--- src/rtl/io_fifo_pkg.sv ---
// io_fifo shared constants and helpers.
// Default geometry and pointer-width function.
package io_fifo_pkg;

  localparam int DEFAULT_WIDTH = 9;
  localparam int DEFAULT_DEPTH = 256;

  // Address bits plus one wrap bit.
  function automatic int ptr_w(input int depth);
    return $clog2(depth) + 1;
  endfunction

endpackage

--- src/rtl/io_fifo_ram.sv ---
// io_fifo storage array.
// One synchronous write port, one asynchronous read port, no reset.
module io_fifo_ram #(
  parameter int WIDTH = 9,
  parameter int DEPTH = 256
) (
  input  logic                     clk,
  input  logic                     we,
  input  logic [$clog2(DEPTH)-1:0] waddr,
  input  logic [WIDTH-1:0]         wdata,
  input  logic [$clog2(DEPTH)-1:0] raddr,
  output logic [WIDTH-1:0]         rdata
);

  logic [WIDTH-1:0] mem [DEPTH];

  // Write port
  always_ff @(posedge clk) begin
    if (we) mem[waddr] <= wdata;
  end

  assign rdata = mem[raddr];

endmodule

--- src/rtl/io_fifo.sv ---
// io_fifo: synchronous FIFO with sticky error flags.
// IO_FIFO_FWFT_EN selects first-word-fall-through read.
module io_fifo
  import io_fifo_pkg::*;
#(
  parameter int WIDTH        = DEFAULT_WIDTH,
  parameter int DEPTH        = DEFAULT_DEPTH,
  parameter int AFULL_THRESH = DEPTH - 16
) (
  input  logic                   clk,
  input  logic                   rst_n,
  input  logic                   push,
  input  logic [WIDTH-1:0]       din,
  input  logic                   pop,
  output logic [WIDTH-1:0]       dout,
  output logic                   dout_valid,
  output logic [$clog2(DEPTH):0] count,
  output logic                   empty,
  output logic                   full,
  output logic                   almost_full,
  output logic                   overflow,
  output logic                   underflow,
  input  logic                   clr_err
);

  localparam int PW = ptr_w(DEPTH);
  localparam int AW = PW - 1;
  localparam logic [PW-1:0] DEPTH_C = PW'(DEPTH);
  localparam logic [PW-1:0] AF_C    = PW'(AFULL_THRESH);

  logic [PW-1:0]    wr_ptr_q, wr_ptr_d;
  logic [PW-1:0]    rd_ptr_q, rd_ptr_d;
  logic             ovf_q, ovf_d;
  logic             udf_q, udf_d;
  logic             push_ok, pop_ok;
  logic [WIDTH-1:0] rd_data;

  io_fifo_ram #(
    .WIDTH (WIDTH),
    .DEPTH (DEPTH)
  ) u_ram (
    .clk   (clk),
    .we    (push_ok),
    .waddr (wr_ptr_q[AW-1:0]),
    .wdata (din),
    .raddr (rd_ptr_q[AW-1:0]),
    .rdata (rd_data)
  );

  assign count       = wr_ptr_q - rd_ptr_q;
  assign empty       = (count == '0);
  assign full        = (count == DEPTH_C);
  assign almost_full = (count >= AF_C);
  assign overflow    = ovf_q;
  assign underflow   = udf_q;

  // Accept decisions, pointer advance and sticky errors
  always_comb begin
    pop_ok   = pop && !empty;
    push_ok  = push && (!full || pop_ok);
    wr_ptr_d = wr_ptr_q;
    rd_ptr_d = rd_ptr_q;
    if (push_ok) wr_ptr_d = wr_ptr_q + PW'(1);
    if (pop_ok)  rd_ptr_d = rd_ptr_q + PW'(1);
    ovf_d = (ovf_q && !clr_err) || (push && !push_ok);
    udf_d = (udf_q && !clr_err) || (pop && !pop_ok);
  end

  // Control state register
  always_ff @(posedge clk or negedge rst_n) begin
    if (!rst_n) begin
      wr_ptr_q <= '0;
      rd_ptr_q <= '0;
      ovf_q    <= 1'b0;
      udf_q    <= 1'b0;
    end else begin
      wr_ptr_q <= wr_ptr_d;
      rd_ptr_q <= rd_ptr_d;
      ovf_q    <= ovf_d;
      udf_q    <= udf_d;
    end
  end

`ifdef IO_FIFO_FWFT_EN
  assign dout_valid = !empty;
  assign dout       = dout_valid ? rd_data : '0;
`else
  logic [WIDTH-1:0] dout_q, dout_d;
  logic             dv_q, dv_d;

  // Load the head word on pop; valid pulses one cycle
  always_comb begin
    dout_d = dout_q;
    dv_d   = pop_ok;
    if (pop_ok) dout_d = rd_data;
  end

  // Registered read output
  always_ff @(posedge clk or negedge rst_n) begin
    if (!rst_n) begin
      dout_q <= '0;
      dv_q   <= 1'b0;
    end else begin
      dout_q <= dout_d;
      dv_q   <= dv_d;
    end
  end

  assign dout       = dout_q;
  assign dout_valid = dv_q;
`endif

endmodule

--- config.mk ---
export PLATFORM = sky130hd
export DESIGN_NAME = io_fifo
export DESIGN_NICKNAME = d
export VERILOG_FILES = /design/src/rtl/io_fifo_pkg.sv /design/src/rtl/io_fifo_ram.sv /design/src/rtl/io_fifo.sv
export SDC_FILE = /design/constraint.sdc
export NUM_CORES = 2
export LEC_CHECK = 0
export CELL_PAD_IN_SITES_DETAIL_PLACEMENT = 0
export CELL_PAD_IN_SITES_GLOBAL_PLACEMENT = 1
export CORE_MARGIN = 2
export CORE_UTILIZATION = 45
export CTS_CLUSTER_DIAMETER = 50
export DETAILED_ROUTE_END_ITERATION = 12
export PLACE_DENSITY_LB_ADDON = 0.1
export SLEW_MARGIN = 40
export SYNTH_ARGS = -nofsm -noshare
export SYNTH_HDL_FRONTEND = slang
export SYNTH_SLANG_ARGS = --single-unit
--- constraint.sdc ---
create_clock -name clk -period 5.5 [get_ports clk]
set_input_delay 1.1 -clock clk [delete_from_list [all_inputs] [get_ports clk]]
set_output_delay 1.1 -clock clk [all_outputs]
set_load 0.01 [all_outputs]
Yosys cells after proc, flatten, opt, wreduce, memory -nomap -nowiden. Memory sizes are Yosys's and may differ from the RTL's. A register that Yosys moved wholly into a read port is not among the register bits. Cells that the tools add are included.

Flip-flop bits (word level): 21. Memory bits (writable): 2304. Input port bits: 14. Output and inout bits: 24. Word-level logic and storage cells: 29. Memories: 1.

Add/sub/neg operators: 3. Magnitude comparators: 1. Equality and inequality tests: 1. Mux-type cells: 2. Reduce and logical (&&, ||, !) cells: 16.

Memory list: u_ram.mem (words 256, width 9, rd ports 1, clocked after Yosys merged registers in 1, wr ports 1, line io_fifo_ram.sv:15) `logic [WIDTH-1:0] mem [DEPTH];`.

Operators with widths (count): $add 9x1->9 const B (2); $eq 9x9->1 const B (1); $ge 9x8->1 const B (1); $logic_not 9->1 (1); $sub 9x9->9 (1); $logic_and 1x1->1 (6); $logic_not 1->1 (6); $logic_or 1x1->1 (3); $mux 1 (2).

Logic depth before layout (Yosys ltp).
Depth in word-level cells: 9. Depth in mapped cells: 16. Mapped depth without buffers: 11.

Hierarchy. A second synthesis with hierarchy kept.

Cells, all modules: 4460. Area total of the unflattened synthesis: 91298.8 um^2.

By module, submodules not included: io_fifo_ram (times used 1, cells an instance 4228, area an instance 89098.0 um^2, seq. area each 69186.4 um^2); io_fifo (times used 1, cells an instance 232, area an instance 2200.9 um^2, seq. area each 750.7 um^2).

Worst setup path before layout. OpenSTA, ideal clock, no wires.

Kind: flip-flop to output port. Start point: register rd_ptr_q[2]. End point: output full. Arrival: 3.342 ns. Required time: 4.400 ns. Setup slack: 1.058 ns. Cell stages (with the launch flop): 12. Path buffers: 4. Cells stage by stage: dfrtp_1 > buf_4 > clkinv_1 > buf_2 > buf_2 > buf_1 > ha_1 > xnor2_1 > or3_1 > a211o_1 > or4_1 > a21oi_1.

Cells in the longest elaborated chain, start to end: 2.

Ends and longest elaborated chain: from (decl) (line io_fifo.sv:32) `logic [PW-1:0] rd_ptr_q, rd_ptr_d;`; from (signal assigned) (line io_fifo.sv:78) `rd_ptr_q <= rd_ptr_d;`; $sub 9x9->9 (line io_fifo.sv:50) `assign count = wr_ptr_q - rd_ptr_q;`; via count[2] (line io_fifo.sv:17) `output logic [$clog2(DEPTH):0] count,`; $eq 9x9->1 (line io_fifo.sv:52) `assign full = (count == DEPTH_C);`; to (decl) (line io_fifo.sv:19) `output logic full,`.

The timed path passes the listed nets, and every way through them passes these cells.

Worst setup path in the final report.
Start point: register rd_ptr_q[0]. End point: output empty.

Cells in the longest elaborated chain, start to end: 2.

Ends and longest elaborated chain: $sub 9x9->9 (line io_fifo.sv:50); $logic_not 9->1 (line io_fifo.sv:51) `assign empty = (count == '0);`; to (decl) (line io_fifo.sv:18) `output logic empty,`.

No other way between the ends.

==> impl_metrics.json <==
{
  "status": "finished with violations",
  "violations": "DRC",
  "worstSetupStartpointType": "flop",
  "timing.setup.tns_ns": 0,
  "power_switching_uw": 17400,
  "clock_skew_ns": 0.0467,
  "h-tree-depth": 5,
  "period_needed_ns": 5.37,
  "grt_pass1_vias": 45904,
  "yosys_warnings": 0,
  "port_buffers": 37,
  "hold_class": "primary input to asynchronous set/reset pin",
  "ys_seq_area_share_pct": 76.8,
  "synth_edf_count": 2304,
  "area.growth.synth_to_final_pct": 14.7,
  "routed_wl_um": 258000,
  "worst_hold_slack_ns": 0.123,
  "powerDensity_nw_per_um2": 515,
  "synth_ff_type": "edfxtp_1",
  "cts_tree": "yes",
  "grt-ovfl-total": 0,
  "dr_total_vias": 45346,
  "syn_avg_cell_area_um2": 20.8,
  "start_util_pct": 45.1,
  "drc": 2,
  "cts_inserted_buffers": 279,
  "synth_area_leaders": "edfxtp_1 (76%), mux4_2 (12%), mux2i_1 (2.4%)",
  "wl_per_cell_um": 34.4,
  "maxCapViolations": 0,
  "vias_per_cell": 6.06,
  "end_kind": "output port",
  "slew_headroom_pct": 36.9,
  "drtIter0Drc": 5320,
  "syn_area_um2": 91000,
  "place.detailed.hpwl_um": 155000,
  "p_clk_share_pct": 33.0,
  "grt_setup_unrepaired": "no",
  "path_class": "flop to output port",
  "clockBufferDepth": 4,
  "hold_violations": 0,
  "coreArea_um2": 202000,
  "async_flop_share_pct": 1.29,
  "final_max_slew_viol_count": 0,
  "die-area_um2": 206000,
  "grt_pass1_wl_um": 361000,
  "ys_ff_latch": 2334,
  "synth_top_cell_by_area": "edfxtp_1",
  "crit_arrival_ns": 4.27,
  "cts_root_buffer": "clkbuf_16",
  "sequentialPowerShare_pct": 37.2,
  "setup_viol": 0,
  "synthesis.nets": 4402,
  "syn_inst": 4374,
  "synth.most_common_cell": "edfxtp_1",
  "grt_max_degree": 141,
  "antenna_left": 0,
  "ir_drop_v": 0.000630,
  "row_count": 165,
  "fp.dieH_um": 454,
  "antenna_found_initial": 3,
  "internal-power_uw": 36400,
  "fill_cells": 15792,
  "cts_sinks": 2334,
  "final_nets": 4633,
  "synth_top_area_share_pct": 76.0,
  "pin_count": 38,
  "cts_hold_buf": 0,
  "grt.total_usage_pct": 25.1,
  "p_leak_uw": 0.0326,
  "drive_above_1_share_pct": 27.7,
  "yosys.cell_types.count": 79,
  "tightest_slew_ns": 0.944,
  "path_max_fanout": 5,
  "first_pass_iters": 9,
  "cp_data_required_time_ns": 4.40,
  "combPwrFrac_pct": 29.9,
  "synth_common_cells": "edfxtp_1 (2304), mux4_2 (494), nor2_1 (295)",
  "timing.fmax_mhz": 186,
  "clk_latency_ns": 0.91,
  "swShare_pct": 32.4,
  "die_w_um": 454,
  "clk_pin_slew_worst_paths_ns": 0.06,
  "period_share_pct": 97.6,
  "place.gp.congestion": 0.826
}
sequential cells by signal, indices dropped and copies added (netlist names):
signal	flops
dout_valid	1
overflow	1
underflow	1
dout	9
u_ram.mem	2304
rd_ptr_q	9
wr_ptr_q	9
logic make-up (layout without fill, tap and decap cells):
family                     count (synthesis)  in the layout  synth area share (%)
DFF                                     2334           2334                  76.8
muxes                                    726            726                  14.8
and+or+nand+nor                          528            528                  2.68
AOI/OAI and AO/OA                        471            471                  3.65
buffers and inverters                    282            709                  1.68
xor gates and xnor gates                  19             19                 0.183
adders and majority gates                 14             14                 0.201
other                                      0              4                     0
placed cells by master, fill, tap and decap left out, types with 36 or more instances in the layout:
cell,count
clkbuf_1,43
edfxtp_1,2304
clkinv_1,50
a22oi_1,134
mux4_2,494
clkinv_2,36
mux2i_1,220
nand2_1,75
a21oi_1,94
nor2_1,114
nor2_2,177
o21ai_0,40
buf_4,148
clkbuf_16,286
a221oi_1,45
repair_timing:
action                     in CTS  in global routing
setup endpoints to repair       2                  2
gates resized for setup         5                  2
buffers inserted                0                  1
gates cloned                    0                  0
power groups by stage:
stage / Clock, µW / Sequential, µW / Combinational [µW]
final: 17700 / 20000 / 16100
after global routing: 18700 / 20000 / 16800
after CTS: 18000 / 20000 / 16100
after detailed placement: 0 / 20400 / 16100
after global placement: 0 / 20400 / 16000
after floorplan: 0 / 20300 / 9600
through the flow:
| step | util, % | instance area, µm² | worst slack (ns) | total power [µW] | cells |
|---|---|---|---|---|---|
| 6_report | 51.8 | 104000 | 0.134 | 53800 | 7477 |
| 5_1_grt | 51.8 | 104000 | 0.0333 | 55500 | 7474 |
| 4_1_cts | 51.7 | 104000 | 0.0183 | 54200 | 7471 |
| 3_5_place_dp | 47.3 | 95500 | 0.661 | 36500 | 6994 |
| 3_3_place_gp | 47.1 | 95000 | 0.637 | 36400 | 6987 |
| 2_1_floorplan | - | 91000 | 1.06 | 29900 | 4374 |
cell type report:
type / count / area, µm² / share of cell area [%]
Antenna cell: 4 / 10.0 / 0.00958
Timing Repair Buffer: 212 / 2100 / 2.01
Clock inverter: 145 / 1390 / 1.33
Tap cell: 2672 / 3340 / 3.20
Clock buffer: 332 / 7360 / 7.04
Inverter: 20 / 77.6 / 0.0743
Multi-Input combinational cell: 1758 / 20200 / 19.4
Sequential cell: 2334 / 70000 / 67.0
worst paths after layout:
path	cells after the start	slack, ns	start	end
max in group asynchronous	1	4.92	rst_n	rd_ptr_q[1]$_DFFE_PN0P_
min in group clk	1	0.51	overflow$_DFF_PN0_	overflow$_DFF_PN0_
hold / removal	1	0.12	rst_n	overflow$_DFF_PN0_
setup reg to reg	11	0.65	rd_ptr_q[0]$_DFFE_PN0P_	u_ram.mem[182][1]$_DFFE_PP_
hold reg to reg	1	0.51	overflow$_DFF_PN0_	overflow$_DFF_PN0_
setup / recovery	8	0.13	rd_ptr_q[0]$_DFFE_PN0P_	empty
worst max-delay path, cell delays in order (launching register included):
cell and delay (ns):
dfrtp_4 0.55, ha_1 0.26, fa_1 0.42, nand2b_1 0.21, a21o_1 0.20, a311o_2 0.42
or4_4 0.54, nor2_4 0.17, clkdlybuf4s50_1 0.56
metal layers:
layer / track usage, % / part of all wire [%] / up-vias
li1: - / - / 18771
met1: 36.3 / 43 / 24501
met2: 39.4 / 48 / 1755
met3: 4.36 / 6.5 / 319
met4: 7.13 / 2.5 / 0
met5: 0 / 0 / -
No activity file was read; power rests on OpenSTA's default activity.
